$ cat config.mk
export PLATFORM = sky130hd
export DESIGN_NAME = ctrl_pipeline_unit
export DESIGN_NICKNAME = d
export VERILOG_FILES = /design/src/rtl/ctrl_pipe_pkg.sv /design/src/rtl/ctrl_decode.sv /design/src/rtl/ctrl_pipeline_unit.sv
export SDC_FILE = /design/constraint.sdc
export NUM_CORES = 1
export LEC_CHECK = 0
export CORE_MARGIN = 1
export CORE_UTILIZATION = 50
export DETAILED_ROUTE_END_ITERATION = 6
export DONT_BUFFER_PORTS = 1
export GPL_ROUTABILITY_DRIVEN = 0
export PLACE_DENSITY = 0.75
export SYNTH_ARGS = -nofsm -noshare
export SYNTH_HDL_FRONTEND = slang
export SYNTH_SLANG_ARGS = --single-unit
$ cat constraint.sdc
create_clock -name clk -period 1.1 [get_ports clk]
set_input_delay 0.11 -clock clk [delete_from_list [all_inputs] [get_ports clk]]
set_output_delay 0.11 -clock clk [all_outputs]
set_load 0.02 [all_outputs]
$ cat src/rtl/ctrl_pipe_pkg.sv
// Shared definitions for the MIPS pipeline control unit.
// Contents: opcode values, ALUOp encodings, per-stage control bundle types and the
// all-zero bubble constants that every stage register loads on a bubble or reset.
package ctrl_pipe_pkg;

    localparam int unsigned CTRL_OPCODE_W = 6;
    localparam int unsigned CTRL_ALUOP_W  = 2;
    localparam int unsigned CTRL_REG_W    = 5;

    localparam logic [CTRL_OPCODE_W-1:0] R_FORMAT = 6'd0;
    localparam logic [CTRL_OPCODE_W-1:0] ADDIU    = 6'd9;
    localparam logic [CTRL_OPCODE_W-1:0] LW       = 6'd35;
    localparam logic [CTRL_OPCODE_W-1:0] SW       = 6'd43;
    localparam logic [CTRL_OPCODE_W-1:0] BEQ      = 6'd4;
    localparam logic [CTRL_OPCODE_W-1:0] BNE      = 6'd5;
    localparam logic [CTRL_OPCODE_W-1:0] J        = 6'd2;

    localparam logic [CTRL_ALUOP_W-1:0] ALUOP_ADD   = 2'b00;
    localparam logic [CTRL_ALUOP_W-1:0] ALUOP_SUB   = 2'b01;
    localparam logic [CTRL_ALUOP_W-1:0] ALUOP_FUNCT = 2'b10;

    typedef struct packed {
        logic                    reg_dst;
        logic                    alu_src;
        logic [CTRL_ALUOP_W-1:0] alu_op;
    } ctrl_ex_t;

    typedef struct packed {
        logic read;
        logic write;
        logic branch;
        logic branch_ne;
        logic jump;
    } ctrl_mem_t;

    typedef struct packed {
        logic reg_write;
        logic mem_to_reg;
    } ctrl_wb_t;

    localparam ctrl_ex_t  EX_BUBBLE  = '0;
    localparam ctrl_mem_t MEM_BUBBLE = '0;
    localparam ctrl_wb_t  WB_BUBBLE  = '0;

endpackage

$ cat src/rtl/ctrl_decode.sv
// Pure combinational opcode decoder for the pipeline control unit.
// Ports:
//   opcode_i   - ID-stage opcode
//   ex_o       - EX control bundle (RegDst, ALUSrc, ALUOp)
//   mem_o      - MEM control bundle (MemRead, MemWrite, Branch, BranchNe, Jump)
//   wb_o       - WB control bundle (RegWrite, MemtoReg)
//   ext_sel_o  - 1 = sign-extend immediate, 0 = zero-extend
//   illegal_o  - opcode is not one of the defined instructions
// Undefined opcodes decode to an all-zero bundle so nothing unknown ever leaves the block.
module ctrl_decode
    import ctrl_pipe_pkg::*;
#(
    parameter int unsigned OPCODE_W = CTRL_OPCODE_W
) (
    input  logic [OPCODE_W-1:0] opcode_i,
    output ctrl_ex_t            ex_o,
    output ctrl_mem_t           mem_o,
    output ctrl_wb_t            wb_o,
    output logic                ext_sel_o,
    output logic                illegal_o
);

    always_comb begin
        ex_o      = EX_BUBBLE;
        mem_o     = MEM_BUBBLE;
        wb_o      = WB_BUBBLE;
        ext_sel_o = 1'b0;
        illegal_o = 1'b0;
        case (opcode_i)
            R_FORMAT: begin
                ex_o.reg_dst    = 1'b1;
                ex_o.alu_op     = ALUOP_FUNCT;
                wb_o.reg_write  = 1'b1;
            end
            ADDIU: begin
                ex_o.alu_src    = 1'b1;
                ex_o.alu_op     = ALUOP_ADD;
                wb_o.reg_write  = 1'b1;
            end
            LW: begin
                ex_o.alu_src    = 1'b1;
                ex_o.alu_op     = ALUOP_ADD;
                mem_o.read      = 1'b1;
                wb_o.reg_write  = 1'b1;
                wb_o.mem_to_reg = 1'b1;
                ext_sel_o       = 1'b1;
            end
            SW: begin
                ex_o.alu_src    = 1'b1;
                ex_o.alu_op     = ALUOP_ADD;
                mem_o.write     = 1'b1;
                ext_sel_o       = 1'b1;
            end
            BEQ: begin
                ex_o.alu_op     = ALUOP_SUB;
                mem_o.branch    = 1'b1;
                ext_sel_o       = 1'b1;
            end
            BNE: begin
                ex_o.alu_op     = ALUOP_SUB;
                mem_o.branch    = 1'b1;
                mem_o.branch_ne = 1'b1;
                ext_sel_o       = 1'b1;
            end
            J: begin
                mem_o.jump      = 1'b1;
            end
            default: begin
                illegal_o       = 1'b1;
            end
        endcase
    end

endmodule

$ cat src/rtl/ctrl_pipeline_unit.sv
// Main control for the 5-stage MIPS core. Decodes the ID-stage opcode and carries the
// control bundle through the ID/EX, EX/MEM and MEM/WB stage registers.
// Ports:
//   clk, rst_n            - clock, asynchronous active-low reset
//   id_valid, id_opcode   - ID-stage instruction
//   id_rs, id_rt          - ID source specifiers (load-use hazard compare only)
//   stall, flush          - external stall (ID/EX bubble), branch/jump flush (ID/EX, EX/MEM bubble)
//   id_extend_sel         - comb immediate extension select
//   hazard_stall          - comb load-use stall request to PC/IFID
//   ex_*, mem_*, wb_*     - per-stage control outputs; ex_illegal flags an undefined opcode in EX
// Configuration: define CTRL_HAZARD_DET_EN to enable the internal load-use hazard detector;
// otherwise hazard_stall is tied low and id_rs/id_rt are ignored.
module ctrl_pipeline_unit
    import ctrl_pipe_pkg::*;
#(
    parameter int unsigned OPCODE_W   = CTRL_OPCODE_W,
    parameter int unsigned ALUOP_W    = CTRL_ALUOP_W,
    parameter int unsigned REG_ADDR_W = CTRL_REG_W
) (
    input  logic                  clk,
    input  logic                  rst_n,
    input  logic                  id_valid,
    input  logic [OPCODE_W-1:0]   id_opcode,
    input  logic [REG_ADDR_W-1:0] id_rs,
    input  logic [REG_ADDR_W-1:0] id_rt,
    input  logic                  stall,
    input  logic                  flush,
    output logic                  id_extend_sel,
    output logic                  hazard_stall,
    output logic                  ex_reg_dst,
    output logic                  ex_alu_src,
    output logic [ALUOP_W-1:0]    ex_alu_op,
    output logic                  mem_read,
    output logic                  mem_write,
    output logic                  mem_branch,
    output logic                  mem_branch_ne,
    output logic                  mem_jump,
    output logic                  wb_reg_write,
    output logic                  wb_mem_to_reg,
    output logic                  ex_illegal
);

    ctrl_ex_t  dec_ex;
    ctrl_mem_t dec_mem;
    ctrl_wb_t  dec_wb;
    logic      dec_illegal;

    ctrl_decode #(
        .OPCODE_W (OPCODE_W)
    ) u_decode (
        .opcode_i  (id_opcode),
        .ex_o      (dec_ex),
        .mem_o     (dec_mem),
        .wb_o      (dec_wb),
        .ext_sel_o (id_extend_sel),
        .illegal_o (dec_illegal)
    );

    ctrl_ex_t  idex_ex_q,   idex_ex_d;
    ctrl_mem_t idex_mem_q,  idex_mem_d;
    ctrl_wb_t  idex_wb_q,   idex_wb_d;
    logic      idex_ill_q,  idex_ill_d;
    ctrl_mem_t exmem_mem_q, exmem_mem_d;
    ctrl_wb_t  exmem_wb_q,  exmem_wb_d;
    ctrl_wb_t  memwb_wb_q,  memwb_wb_d;
    logic      idex_bubble;

`ifdef CTRL_HAZARD_DET_EN
    logic [REG_ADDR_W-1:0] idex_rt_q, idex_rt_d;
    logic                  idex_ld_q, idex_ld_d;

    // A load in EX whose destination feeds the ID instruction; $zero never creates a hazard.
    assign hazard_stall = idex_ld_q & id_valid & (idex_rt_q != '0) &
                          ((idex_rt_q == id_rs) | (idex_rt_q == id_rt));
`else
    logic unused_ids;
    assign unused_ids   = ^{id_rs, id_rt};
    assign hazard_stall = 1'b0;
`endif

    assign idex_bubble = flush | stall | hazard_stall | ~id_valid;

    always_comb begin
        idex_ex_d   = dec_ex;
        idex_mem_d  = dec_mem;
        idex_wb_d   = dec_wb;
        idex_ill_d  = dec_illegal;
`ifdef CTRL_HAZARD_DET_EN
        idex_rt_d   = id_rt;
        idex_ld_d   = dec_mem.read;
`endif
        if (idex_bubble) begin
            idex_ex_d  = EX_BUBBLE;
            idex_mem_d = MEM_BUBBLE;
            idex_wb_d  = WB_BUBBLE;
            idex_ill_d = 1'b0;
`ifdef CTRL_HAZARD_DET_EN
            idex_rt_d  = '0;
            idex_ld_d  = 1'b0;
`endif
        end
        // EX/MEM only ever bubbles on flush; MEM/WB always advances so a branch retires.
        exmem_mem_d = flush ? MEM_BUBBLE : idex_mem_q;
        exmem_wb_d  = flush ? WB_BUBBLE  : idex_wb_q;
        memwb_wb_d  = exmem_wb_q;
    end

    always_ff @(posedge clk or negedge rst_n) begin
        if (!rst_n) begin
            idex_ex_q   <= EX_BUBBLE;
            idex_mem_q  <= MEM_BUBBLE;
            idex_wb_q   <= WB_BUBBLE;
            idex_ill_q  <= 1'b0;
            exmem_mem_q <= MEM_BUBBLE;
            exmem_wb_q  <= WB_BUBBLE;
            memwb_wb_q  <= WB_BUBBLE;
`ifdef CTRL_HAZARD_DET_EN
            idex_rt_q   <= '0;
            idex_ld_q   <= 1'b0;
`endif
        end else begin
            idex_ex_q   <= idex_ex_d;
            idex_mem_q  <= idex_mem_d;
            idex_wb_q   <= idex_wb_d;
            idex_ill_q  <= idex_ill_d;
            exmem_mem_q <= exmem_mem_d;
            exmem_wb_q  <= exmem_wb_d;
            memwb_wb_q  <= memwb_wb_d;
`ifdef CTRL_HAZARD_DET_EN
            idex_rt_q   <= idex_rt_d;
            idex_ld_q   <= idex_ld_d;
`endif
        end
    end

    assign ex_reg_dst    = idex_ex_q.reg_dst;
    assign ex_alu_src    = idex_ex_q.alu_src;
    assign ex_alu_op     = idex_ex_q.alu_op;
    assign ex_illegal    = idex_ill_q;
    assign mem_read      = exmem_mem_q.read;
    assign mem_write     = exmem_mem_q.write;
    assign mem_branch    = exmem_mem_q.branch;
    assign mem_branch_ne = exmem_mem_q.branch_ne;
    assign mem_jump      = exmem_mem_q.jump;
    assign wb_reg_write  = memwb_wb_q.reg_write;
    assign wb_mem_to_reg = memwb_wb_q.mem_to_reg;

endmodule

==> results.yml <==
layout:
  largest_reg_flops: 4
  areaGrowthSynthToFinish_pct: 16.90
  num_antenna_cells: 0
  fin_util_pct: 64.39
  top_register: "idex_mem_q"
  final_nets: 89
  final_layout_size_suffix_gt1_share_pct: 22.73
clocking:
  numCtsBuffers: 3
  cts_tree: "yes"
  cts.sink_count: 18
  htreeDepth: 1
  insertion_delay_ps: 270
  ctsRootBufferMaster: "clkbuf_4"
  clk_pin_slew_ps: 90
  cts-resized-gates: 0
  clockBufferDepth: 2
floorplan:
  die_area_sq_um: 1608
  rows: 13
  core_area_sq_um: 1318
  die_x_um: 40.10
  die_height_um: 40.10
  ios: 35
  initial_core_util_pct: 55.08
yosys:
  avgSynthCellArea_sq_um: 12.73
  synth_cell_types: 22
  syn_nets: 78
  yosysTopAreaCell: "dfrtp_1"
  post-synth-top-count-cell: "dfrtp_1"
  synth_ff_type: "dfrtp_1"
  synthTopCellsByCount: "dfrtp_1 (18), and2b_1 (6), nor2_1 (5)"
  synthTopCellsByArea: "dfrtp_1 (62%), and2b_1 (6.2%), nor3_2 (4.1%)"
  syn_area_sq_um: 725.7
  async_reset_ff_share_pct: 100.0
  ys_ff_latch: 18
  synth_edf_count: 0
  syn_inst: 57
  synth_top_area_share_pct: 62.07
  ys_seq_area_share_pct: 62.07
  yosysWarnings: 0
timing:
  fin_crit_sh_pct: 97.09
  setup_viol: 0
  timing.slew.headroom_pct: 49.85
  timing.hold.ws_ps: 11.78
  fmax_mhz: 936.3
  min_period_ps: 1068
  tightestPinTransition_ps: 749.7
  rsz0062_at_grt: "false"
  hold_viol: 0
  fin_worst_skew_ps: 2.582
  setup-tns-final_ps: 0
  drv_slew: 0
routing:
  wl_met3_um: 53
  wl_um: 958
  drt_iter0_markers: 0
  firstDrtPassIters: 1
  ant_nets: 0
  wirelength_met1_um: 354
  drc: 0
  vias_per_cell: 5.222
  met2_length_um: 522
  routedWlPerCell_um: 11.83
  top_layer: "met4"
  vias: 423
critical_path:
  cp.arrival_ps: 960
  r2r_slack_ps: 360
  path_delay_family: "simple AND/OR/NAND/NOR gates"
  crit_start: "id_opcode[1]"
  r2r_end: "mem_branch$_DFF_PN0_"
  cp_cell_sequence: "or3_4 -> mux2_2 -> nor2_4"
  slowest_stage: "or3_4"
  cp_max_fo: 7
  crit_buf_inv: 0
  slowest_delay_ps: 380
  cp-end-kind: "primary output"
  reg2reg_depth: 1
  crit_path_start_kind: "input pin"
  rr_startpoint: "ex_alu_op[0]$_DFF_PN0_"
  required_ps: 990
  path_class: "in2out"
run_status:
  outcome: "complete, no violations"
grt:
  antenna_found_initial: 0
  grt_use_total_pct: 15.75
  grt_pass1_wl_mm: 1.518
  grt_max_degree: 19
  grt_pass1_vias: 376
  grt-ovfl-total: 0
pwr:
  p_leak_nw: 0.4022
  peakVddDrop_v: 0.0005173
  powerDensity_nw_per_um2: 1230
placement:
  io_buffers: 0
worst_hold_path:
  hp-start: "id_opcode[0]"
  hold_end: "ex_alu_src$_DFF_PN0_"
  hold_path_class: "in2reg"
  whs_path_depth: 2
run:
  cap_violations: 0
[where the power goes]
| group | total, W | leakage, nW | switching [W] | internal, W |
|---|---|---|---|---|
| clock | 0.000291 | 0.0138 | 0.000164 | 0.000127 |
| combinational | 0.0000850 | 0.137 | 0.0000389 | 0.0000461 |
| sequential | 0.000668 | 0.251 | 0.00000383 | 0.000664 |
[layout by cell type, fill, tap and decap left out]
cell type      Yosys  final
nand3_1            1      1
nor2_4             0      1
nor4b_2            1      1
o211ai_1           1      1
nor3b_1            2      2
or3_1              2      1
or3_4              0      1
mux2_2             2      2
nor4_1             1      1
xor2_1             1      1
nor3_2             3      3
nor2_1             5      4
nand2_1            1      1
conb_1             1      1
and2_1             2      2
clkbuf_4           0      3
or3b_4             1      1
inv_1              1      1
o32a_1             1      1
nor3_1             2      2
and2b_1            6      6
dfrtp_1           18     18
buf_4              2      3
dlygate4sd3_1      0      8
[cell type report]
type                       count  area, sq um
tap                           15        18.77
timing repair buffer          11        102.6
multi-input combinational     33        250.2
inverter                       1        3.754
sequential                    18        450.4
clock buffer                   3        22.52
fill                         104        469.2
[metal layers]
metal	global-route usage, %	vias to the layer above
li1	-	204
met1	15.55	199
met2	26.21	18
met3	3.889	2
met4	15.52	0
met5	0	-
[how the worst max path moves through the flow]
| stage | end | slack, ps | cells after the start |
|---|---|---|---|
| floorplan | idex_mem_q[3]$_DFF_PN0_ | -90 | 4 |
| global placement | idex_mem_q[3]$_DFF_PN0_ | -110 | 3 |
| detailed placement | idex_mem_q[3]$_DFF_PN0_ | -140 | 3 |
| CTS | id_extend_sel | 30 | 3 |
| global route | id_extend_sel | 20 | 3 |
| finish | id_extend_sel | 30 | 3 |
[cell families (layout without fill, tap and decap cells)]
group                     after synthesis  after routing  synth area share (%)
muxes                                   2              2                 3.103
xor gates and xnor gates                1              1                 1.207
other                                   1              1                0.5167
buffers and inverters                   6             15                 5.172
AOI/OAI and AO/OA                       2              2                 2.414
DFF                                    18             18                 62.07
and+or+nand+nor                        27             27                 25.51
[per-stage QoR]
step / instance area [sq um] / total power (W) / setup slack (ps) / std cells
2_1_floorplan: 739.5 / 0.0007336 / -89.41 / 57
3_3_place_gp: 745.7 / 0.0007276 / -113.8 / 70
3_5_place_dp: 745.7 / 0.0007281 / -142.2 / 70
4_1_cts: 828.3 / 0.001049 / 27.86 / 79
5_1_grt: 848.3 / 0.001099 / 17.95 / 81
6_report: 848.3 / 0.001043 / 32.00 / 81
[what timing repair did]
action / 4_1_cts / 5_1_grt
hold buffers: 6 / 2
setup buffers: 0 / 0
endpoints found under the setup margin: 0 / 0
hold endpoints to repair: 25 / 5
No activity file was read; power rests on OpenSTA's default activity.
